===== src/rtl/ex_wb_stage.sv =====
// Execute/writeback stage of the 3-stage RV32I pipeline: ALU, branch/jump
// resolution, and a ready-handshaked data-memory port with timeout.
module ex_wb_stage #(
  parameter logic [31:0] RESET       = 32'h0000_0000,
  parameter int          MEM_TIMEOUT = 16
) (
  input  logic        clk,
  input  logic        reset,
  input  logic        id_valid,
  input  logic        id_alu,
  input  logic        id_lui,
  input  logic        id_jal,
  input  logic        id_jalr,
  input  logic        id_branch,
  input  logic        id_mem_write,
  input  logic        id_mem_to_reg,
  input  logic        id_imm_sel,
  input  logic        id_subtype,
  input  logic [2:0]  id_func3,
  input  logic [4:0]  id_rd,
  input  logic [31:0] id_pc,
  input  logic [31:0] id_imm,
  input  logic [31:0] rs1_data,
  input  logic [31:0] rs2_data,
  output logic        dmem_req,
  output logic        dmem_we,
  output logic [31:0] dmem_addr,
  output logic [31:0] dmem_wdata,
  output logic [3:0]  dmem_be,
  input  logic        dmem_ready,
  input  logic [31:0] dmem_rdata,
  output logic        redirect,
  output logic [31:0] redirect_pc,
  output logic        wb_stall,
  output logic        wb_we,
  output logic [4:0]  wb_rd,
  output logic [31:0] wb_data,
  output logic        exception
);

  typedef enum logic [1:0] {IDLE = 2'd0, MEM = 2'd1, SQUASH = 2'd2} state_t;

  function automatic logic [31:0] alu_f(input logic [2:0] f3, input logic sub,
                                        input logic [31:0] a, input logic [31:0] b);
    case (f3)
      3'b000:  return sub ? a - b : a + b;
      3'b001:  return a << b[4:0];
      3'b010:  return {31'd0, $signed(a) < $signed(b)};
      3'b011:  return {31'd0, a < b};
      3'b100:  return a ^ b;
      3'b101:  return sub ? 32'($signed(a) >>> b[4:0]) : a >> b[4:0];
      3'b110:  return a | b;
      3'b111:  return a & b;
      default: return 32'd0;
    endcase
  endfunction

  function automatic logic taken_f(input logic [2:0] f3, input logic [31:0] a,
                                   input logic [31:0] b);
    case (f3)
      3'b000:  return a == b;
      3'b001:  return a != b;
      3'b100:  return $signed(a) < $signed(b);
      3'b101:  return $signed(a) >= $signed(b);
      3'b110:  return a < b;
      3'b111:  return a >= b;
      default: return 1'b0;
    endcase
  endfunction

  function automatic logic [31:0] load_ext_f(input logic [31:0] rdata, input logic [1:0] off,
                                             input logic [2:0] f3);
    logic [31:0] sh;
    sh = rdata >> {off, 3'b000};
    case (f3)
      3'b000:  return {{24{sh[7]}}, sh[7:0]};
      3'b001:  return {{16{sh[15]}}, sh[15:0]};
      3'b100:  return {24'd0, sh[7:0]};
      3'b101:  return {16'd0, sh[15:0]};
      default: return rdata;
    endcase
  endfunction

  state_t      state_r, state_s;
  logic [15:0] cnt_r, cnt_s;
  logic [1:0]  ld_off_r, ld_off_s;
  logic [2:0]  ld_f3_r, ld_f3_s;
  logic [4:0]  ld_rd_r, ld_rd_s;
  logic        dmem_req_s, dmem_we_s, redirect_s, wb_we_s, exception_s;
  logic [31:0] dmem_addr_s, dmem_wdata_s, redirect_pc_s, wb_data_s;
  logic [3:0]  dmem_be_s;
  logic [4:0]  wb_rd_s;

  logic [31:0] op_b_s, ea_s, alu_s, target_s, result_s;
  logic        misalign_s;
  logic [3:0]  be_s;
  logic [31:0] lanes_s;

  assign op_b_s   = (id_imm_sel | id_mem_write) ? id_imm : rs2_data;
  assign ea_s     = rs1_data + id_imm;
  assign alu_s    = alu_f(id_func3, id_subtype, rs1_data, op_b_s);
  assign target_s = id_jalr ? {ea_s[31:1], 1'b0} : id_pc + id_imm;
  assign result_s = id_lui ? id_imm : ((id_jal | id_jalr) ? id_pc + 32'd4 : alu_s);
  assign wb_stall = (state_r == MEM);

  // Access size from funct3[1:0]: byte, half, otherwise word.
  always_comb begin
    misalign_s = 1'b0;
    be_s       = 4'b1111;
    lanes_s    = rs2_data;
    case (id_func3[1:0])
      2'b00: begin
        be_s    = 4'b0001 << ea_s[1:0];
        lanes_s = {4{rs2_data[7:0]}};
      end
      2'b01: begin
        misalign_s = ea_s[0];
        be_s       = ea_s[1] ? 4'b1100 : 4'b0011;
        lanes_s    = {2{rs2_data[15:0]}};
      end
      default: misalign_s = |ea_s[1:0];
    endcase
  end

  // Next-state and next-output logic; all outputs except wb_stall are registered.
  always_comb begin
    state_s       = state_r;
    cnt_s         = cnt_r;
    ld_off_s      = ld_off_r;
    ld_f3_s       = ld_f3_r;
    ld_rd_s       = ld_rd_r;
    dmem_req_s    = dmem_req;
    dmem_we_s     = dmem_we;
    dmem_addr_s   = dmem_addr;
    dmem_wdata_s  = dmem_wdata;
    dmem_be_s     = dmem_be;
    redirect_s    = 1'b0;
    redirect_pc_s = redirect_pc;
    wb_we_s       = 1'b0;
    wb_rd_s       = wb_rd;
    wb_data_s     = wb_data;
    exception_s   = exception;
    case (state_r)
      IDLE: begin
        if (!id_valid) begin
          state_s = IDLE;
        end else if (id_mem_write | id_mem_to_reg) begin
          if (misalign_s) begin
            exception_s = 1'b1;
          end else begin
            dmem_req_s   = 1'b1;
            dmem_we_s    = id_mem_write;
            dmem_addr_s  = {ea_s[31:2], 2'b00};
            dmem_be_s    = be_s;
            dmem_wdata_s = lanes_s;
            ld_off_s     = ea_s[1:0];
            ld_f3_s      = id_func3;
            ld_rd_s      = id_rd;
            cnt_s        = 16'd0;
            state_s      = MEM;
          end
        end else begin
          if (id_jal | id_jalr | (id_branch & taken_f(id_func3, rs1_data, rs2_data))) begin
            redirect_s    = 1'b1;
            redirect_pc_s = target_s;
            state_s       = SQUASH;
          end else begin
            state_s = IDLE;
          end
          if ((id_alu | id_lui | id_jal | id_jalr) && !id_branch && id_rd != 5'd0) begin
            wb_we_s   = 1'b1;
            wb_rd_s   = id_rd;
            wb_data_s = result_s;
          end else begin
            wb_we_s = 1'b0;
          end
        end
      end
      MEM: begin
        if (dmem_ready) begin
          dmem_req_s = 1'b0;
          dmem_we_s  = 1'b0;
          state_s    = IDLE;
          if (!dmem_we && ld_rd_r != 5'd0) begin
            wb_we_s   = 1'b1;
            wb_rd_s   = ld_rd_r;
            wb_data_s = load_ext_f(dmem_rdata, ld_off_r, ld_f3_r);
          end else begin
            wb_we_s = 1'b0;
          end
        end else if (cnt_r == 16'(MEM_TIMEOUT - 1)) begin
          dmem_req_s  = 1'b0;
          dmem_we_s   = 1'b0;
          exception_s = 1'b1;
          state_s     = IDLE;
        end else begin
          cnt_s = cnt_r + 16'd1;
        end
      end
      SQUASH: begin
        if (id_valid) begin
          state_s = IDLE;
        end else begin
          state_s = SQUASH;
        end
      end
      default: state_s = IDLE;
    endcase
  end

  // State and output registers.
  always_ff @(posedge clk or negedge reset) begin
    if (!reset) begin
      state_r     <= IDLE;
      cnt_r       <= 16'd0;
      ld_off_r    <= 2'd0;
      ld_f3_r     <= 3'd0;
      ld_rd_r     <= 5'd0;
      dmem_req    <= 1'b0;
      dmem_we     <= 1'b0;
      dmem_addr   <= 32'd0;
      dmem_wdata  <= 32'd0;
      dmem_be     <= 4'd0;
      redirect    <= 1'b0;
      redirect_pc <= RESET;
      wb_we       <= 1'b0;
      wb_rd       <= 5'd0;
      wb_data     <= 32'd0;
      exception   <= 1'b0;
    end else begin
      state_r     <= state_s;
      cnt_r       <= cnt_s;
      ld_off_r    <= ld_off_s;
      ld_f3_r     <= ld_f3_s;
      ld_rd_r     <= ld_rd_s;
      dmem_req    <= dmem_req_s;
      dmem_we     <= dmem_we_s;
      dmem_addr   <= dmem_addr_s;
      dmem_wdata  <= dmem_wdata_s;
      dmem_be     <= dmem_be_s;
      redirect    <= redirect_s;
      redirect_pc <= redirect_pc_s;
      wb_we       <= wb_we_s;
      wb_rd       <= wb_rd_s;
      wb_data     <= wb_data_s;
      exception   <= exception_s;
    end
  end

endmodule

===== config.mk =====
export PLATFORM = sky130hd
export DESIGN_NAME = ex_wb_stage
export DESIGN_NICKNAME = d
export VERILOG_FILES = /design/src/rtl/ex_wb_stage.sv
export SDC_FILE = /design/constraint.sdc
export NUM_CORES = 1
export LEC_CHECK = 0
export BUFFER_PORTS_ARGS = -buffer_cell sky130_fd_sc_hd__buf_2
export CAP_MARGIN = 40
export CORE_AREA = 2 2 196 198
export CTS_CLUSTER_DIAMETER = 120
export DETAILED_ROUTE_END_ITERATION = 10
export DIE_AREA = 0 0 198 200
export PLACE_DENSITY_LB_ADDON = 0.3
export SYNTH_ARGS = -nofsm -noshare
export SYNTH_HDL_FRONTEND = slang
export SYNTH_SLANG_ARGS = --single-unit

===== constraint.sdc =====
create_clock -name clk -period 3 [get_ports clk]
set_input_delay 0.3 -clock clk [delete_from_list [all_inputs] [get_ports clk]]
set_output_delay 0.3 -clock clk [all_outputs]
set_load 0.005 [all_outputs]

==> results of run 1 <==
-- synthesized netlist by cell type, types with 70 or more instances --
cell      count  share of area
mux2i_1      87          0.039
mux2_2       70          0.036
a21oi_1     304          0.069
nor3_1       73          0.016
inv_1       179          0.030
ha_1        193           0.11
o21ai_0     213          0.048
dfrtp_1     168           0.19
nand3_1      76          0.017
nand2_1     353          0.060
nor2_1      293          0.050
clkbuf_1    114          0.019
-- routing by layer --
layer / track usage / GRT overflow
met5: 0.302 / 0
met4: 0.645 / 13
met2: 0.852 / 6
met3: 0.558 / 0
met1: 0.705 / 0
-- cells by family after synthesis --
kind of cell | after synthesis
AND/OR/NAND/NOR | 954
other | 1
flip-flops | 168
adder cells (fa/ha/maj) | 197
AO/OA/AOI/OAI | 985
XOR/XNOR | 115
multiplexers | 192
buffers and inverters | 366
-- metrics by stage --
| step | worst slack (ps) | util |
|---|---|---|
| after global placement | -867 | 0.784 |
| after detailed placement | -931 | 0.784 |
| after CTS | -247 | 0.816 |
| after floorplan | -635 | - |
-- repair_timing --
| item | CTS |
|---|---|
| endpoints found under the hold margin | 30 |
| gates resized for setup | 90 |
| gates cloned | 2 |
| hold buffers | 1 |
| setup buffers | 21 |
| pin swaps | 42 |
| endpoints found under the setup margin | 56 |
==> out/results.md, run 1 <==
| Stage | Metric | Value |
|---|---|---|
| synth | Count of different cell masters after synthesis | 93 |
| status | Fail Step | global routing (5_1_grt) |
| die | Number of placed I/O pins | 324 |
| die | Vertical die dimension | 200 µm |
| placed design | Global placement routability congestion | 1.28 |
| synth | Most used DFF post-synth | dfrtp_1 |
| placed design | Area after DPL | 29,300 µm² |
| synth | Flip-flop and latch count after synthesis | 168 |
| grt | Total congestion overflow | 19 |
| synth | Sequential-to-total area share from yosys stat | 0.190 |
| placed design | Post-placement cell count | 4,316 |
| grt | Global-route wire length before repair | 204,000 µm |
| synth | Cells after synthesis | 2,978 |
| clock tree | Total CTS buffers | 17 |
| clock tree | Buffer cell driving the clock tree root | clkbuf_16 |
| synth | Multiplexer share of the synthesized area | 0.110 |
| synth | Area share of fa/ha/maj cells after synthesis | 0.113 |
| die | Number of placement rows | 71 |
| placed design | HPWL after detailed placement | 92,600 µm |
| clock tree | Maximum clock insertion buffer count | 2 |
| synth | Per-instance average area after synthesis | 7.44 µm² |
| status | Result of the run | stopped before the end |
| synth | Basic-gate share of the synthesized area counting and, or, nand and nor cells | 0.192 |
| placed design | Number of buffers inserted by port buffering | 321 |
| grt | Largest net degree at the start of global routing | 93 |
| synth | Async set-or-reset flop fraction in the synthesized netlist | 1.00 |
| synth | Post-Syn Area | 22,200 µm² |
| clock tree | Sink Count | 168 |
| synth | Dominant combinational cell family by area after synthesis | compound AO/OA/AOI/OAI gates |
| synth | Number of enable flip-flop cells after synthesis | 0 |
| clock tree | H-Tree Level Count | 4 |
| synth | Yosys synthesis warning count | 0 |
| synth | Fraction of the mapped netlist area in compound gates | 0.284 |
| die | Horizontal die dimension | 198 µm |
| grt | Via count of the first global-routing pass | 33,900 |
| die | Starting utilization of the core area | 0.593 |
| synth | XOR/XNOR Fraction of Synth Area | 0.0455 |
| status | First error | [ERROR GRT-0116] Global routing finished with congestion. Check the congestion regions in the DRC Viewer. |
| grt | GRT Resource Usage Total | 0.695 |
==> run 2, diff against run 1 <==
CORE_AREA = 2 2 239 241   (was 2 2 196 198)
CTS_CLUSTER_DIAMETER = not set   (was 120)
DIE_AREA = 0 0 241 243   (was 0 0 198 200)
PLACE_DENSITY_LB_ADDON = 0.15   (was 0.3)
==> out/results.md, run 2 <==
| Stage | Metric | Value | Change |
|---|---|---|---|
| status | Result of the run | complete, but fails checks | was stopped before the end |
| status | Failing checks | setup timing |  |
| synth | Number of enable flip-flop cells after synthesis | 0 | unchanged |
| synth | Async set-or-reset flop fraction in the synthesized netlist | 1.00 | unchanged |
| clock tree | Sink Count | 168 | unchanged |
| grt | Met1 Track Usage GR | 0.581 |  |
| sta | Slew headroom | 0.454 |  |
| setup path | Cell at the slowest stage of the critical path | a311oi_2 |  |
| sta | Worst Max-Slew Pin Slew | 819 ps |  |
| placed design | Placement Setup Slack | -942 ps | was -931 ps |
| placed design | Global placement routability congestion | 1.09 | was 1.28 |
| synth | Yosys synthesis warning count | 0 | unchanged |
| layout | End-of-flow core utilization | 0.599 |  |
| synth | Count of different cell masters after synthesis | 93 | unchanged |
| layout | # nets final | 4,393 |  |
| layout | Most frequent standard cell in the layout excluding fill and tap cells | buf_4 |  |
| grt | Global-route track usage on met2 | 0.686 |  |
| die | Vertical die dimension | 243 µm | was 200 µm |
| synth | Basic-gate share of the synthesized area counting and, or, nand and nor cells | 0.192 | unchanged |
| power and ir drop | Post-layout total power | 15.5 mW |  |
| clock tree | Maximum clock insertion buffer count | 2 | unchanged |
| setup path | Maximum fanout count along the critical path | 5 |  |
| clock tree | Total CTS buffers | 17 | unchanged |
| grt | GRT met3 Usage | 0.144 |  |
| drt | DR iter-0 viols | 3,549 |  |
| sta | Number of hold violations in the final report | 0 |  |
| clock tree | Worst skew pair latency | 490 ps |  |
| synth | Area share of fa/ha/maj cells after synthesis | 0.113 | unchanged |
| die | Horizontal die dimension | 241 µm | was 198 µm |
| power and ir drop | Power Density | 462 nW/µm² |  |
| layout | Fraction of layout cells with a size suffix above 1 | 0.398 |  |
| synth | Sequential-to-total area share from yosys stat | 0.190 | unchanged |
| sta | Fin crit share | 1.09 |  |
| synth | Multiplexer share of the synthesized area | 0.110 | unchanged |
| sta | Unrepaired setup endpoints after global routing | yes |  |
| synth | Post-Syn Area | 22,200 µm² | unchanged |
| die | Die area | 58,600 µm² |  |
| layout | Number of filler instances in the final layout | 5,137 |  |
| clock tree | Clock transition at path regs | 80 ps |  |
| drt | Via count | 30,200 |  |
| drt | Via count normalized by instance count | 6.30 |  |
| clock tree | Buffer cell driving the clock tree root | clkbuf_16 | unchanged |
| synth | Top cell type's share of synthesized area | 0.190 | unchanged |
| drt | Residual antenna-violating net count after detailed routing | 0 |  |
| grt | Via count of the first global-routing pass | 29,300 |  |
| synth | Dominant combinational cell family by area after synthesis | compound AO/OA/AOI/OAI gates | unchanged |
| drt | Residual DRC count | 0 |  |
| layout | Post-route design area | 33,500 µm² |  |
| grt | Busiest metal layer after global routing | met2 |  |
| clock tree | Clock tree from TritonCTS | built |  |
| setup path | CP peak stage delay | 390 ps |  |
| sta | Final count of pins violating max slew | 0 |  |
| die | Starting utilization of the core area | 0.396 | was 0.593 |
| clock tree | H-Tree Level Count | 4 | unchanged |
| synth | Most area-consuming cells after synthesis | dfrtp_1 19%, ha_1 11%, a21oi_1 6.9%, nand2_1 6.0%, nor2_1 5.0% | unchanged |
| grt | Global-route wire length before repair | 197,000 µm |  |
| sta | Final setup slack of the worst path | -259 ps |  |
| synth | Most frequent cells after synthesis | 353 x nand2_1, 304 x a21oi_1, 293 x nor2_1 | unchanged |
| synth | Cells after synthesis | 2,978 | unchanged |
| layout | Top library cells by usage in the layout, fill and taps aside | 825 x buf_4, 349 x nand2_1, 299 x buf_2 |  |
| synth | Fraction of the mapped netlist area in compound gates | 0.284 | unchanged |
| grt | Antenna violations before repair | 10 |  |
| synth | Cell type contributing the most total cell area after synthesis | dfrtp_1 | unchanged |
| synth | Per-instance average area after synthesis | 7.44 µm² | unchanged |
| sta | Minimum period implied by the final worst setup slack | 3260 ps |  |
| placed design | HPWL after detailed placement | 113,000 µm | was 92,600 µm |
| sta | Count of final setup violators | 38 |  |
| placed design | Area after DPL | 30,800 µm² | was 29,300 µm² |
| setup path | Path type of the worst setup path | input pin to flip-flop |  |
| layout | Biggest registers after layout | dmem_wdata: 32 flops, redirect_pc: 32 flops, wb_data: 32 flops |  |
| sta | Timing-limited maximum frequency | 307 MHz |  |
| drt | Detailed-router iteration count before antenna repair | 7 |  |
| setup path | CP arrival | 3660 ps |  |
| die | Core area | 56,000 µm² |  |
| sta | Worst slack on hold paths | 60.3 ps |  |
| layout | Synthesis-to-finish area growth | 51.1% |  |
| drt | Wire length after detailed routing | 140,000 µm |  |
| die | Number of placed I/O pins | 324 | unchanged |
| die | Number of placement rows | 87 | was 71 |
| grt | Largest net degree at the start of global routing | 76 |  |
| synth | Flip-flop and latch count after synthesis | 168 | unchanged |
| power and ir drop | Leak | 15.7 nW |  |
| setup path | Crit start category | input pin |  |
| drt | Detail-routed net length per standard cell | 29.2 µm |  |
| grt | Total congestion overflow | 0 |  |
| sta | Fin Clk Skew | 20.7 ps |  |
| hold path | Worst hold path type | input pin to flip-flop |  |
| grt | GRT Resource Usage Total | 0.461 |  |
| synth | Most numerous cell in the Yosys netlist | nand2_1 | unchanged |
| placed design | Number of buffers inserted by port buffering | 321 | unchanged |
| power and ir drop | Worst ir drop on vdd | 0.467 mV |  |
| synth | Most used DFF post-synth | dfrtp_1 | unchanged |
| setup path | Worst-path cell chain | buf_12, nor2_4, buf_12, buf_8, mux2_4, inv_4, ha_4, nor2_4, a211o_1, and4_4, nand4_1, a311oi_2, buf_4, buf_4, o311ai_2, a221o_1, o311ai_2, a21boi_1, o21ai_1 |  |
| job | Number of max-capacitance violations reported | 0 |  |
| setup path | Data required time at the worst endpoint | 3410 ps |  |
| setup path | Critical path endpoint category | flip-flop |  |
| synth | XOR/XNOR Fraction of Synth Area | 0.0455 | unchanged |
run 2: cells by family after synthesis:
kind of cell	Yosys count
compound gates	985
simple gates	954
buf+inv	366
fa+ha+maj	197
mux	192
flops	168
xor+xnor	115
other cells	1
run 2: area by class of cell:
cell class / instances / area [µm²] / share of cell area
multi-input cells: 2445 / 18200 / 0.542
repair buffers: 1199 / 8840 / 0.264
clock inverters: 15 / 176 / 0.00527
clock buffers: 17 / 425 / 0.0127
inverters: 184 / 721 / 0.0215
diodes: 9 / 22.5 / 0.000672
well taps: 756 / 946 / 0.0282
flip-flops and latches: 168 / 4200 / 0.126
run 2: report_power, final:
part / switching, mW / internal (mW) / leakage (nW)
Clock: 1.27 / 1.13 / 0.292
Combinational: 5.12 / 4.07 / 13.4
Sequential: 0.740 / 3.16 / 2.02
run 2: path summary, 6_finish.rpt:
check,cells past startpoint,slack (ps),from,to
worst min register to register,2,480,dmem_addr[20],dmem_addr[20]
worst min-delay path,3,60,id_rd[1],ld_rd_r[1]
max in group asynchronous,3,1750,reset,dmem_wdata[5]
worst max-delay path,19,-260,id_mem_write,wb_data[23]
worst max register to register,13,-80,state_r[0],wb_data[29]
min in group asynchronous,2,440,reset,cnt_r[10]
run 2: routing by layer:
metal  vias to the layer above  part of all wire
met4                        10             0.073
li1                      13000                 -
met2                      2151              0.42
met5                         -           0.00049
met3                       543              0.12
met1                     14600              0.38
run 2: worst max-delay path: cells and delay by family:
family | cells | cell delay, ps
buf+inv | 6 | 780
compound gates | 7 | 1410
mux | 1 | 330
simple gates | 4 | 620
fa+ha+maj | 1 | 210
run 2: timing repair:
action                                  in CTS  in global routing
pin swaps                                  104                109
gates cloned                                 3                  1
endpoints found under the hold margin       72                  0
hold buffers                                 1                  0
endpoints found under the setup margin      63                 65
gates resized for setup                    236                148
buffers inserted                            26                 17
run 2: metrics by stage:
step           TNS [ps]  std cells
3_3_place_gp     -44820       4712
6_report          -3290       4793
5_1_grt           -5300       4786
2_1_floorplan     -8570       2979
4_1_cts           -2160       4772
3_5_place_dp     -48090       4712
Power figures use the tool's default switching activity.
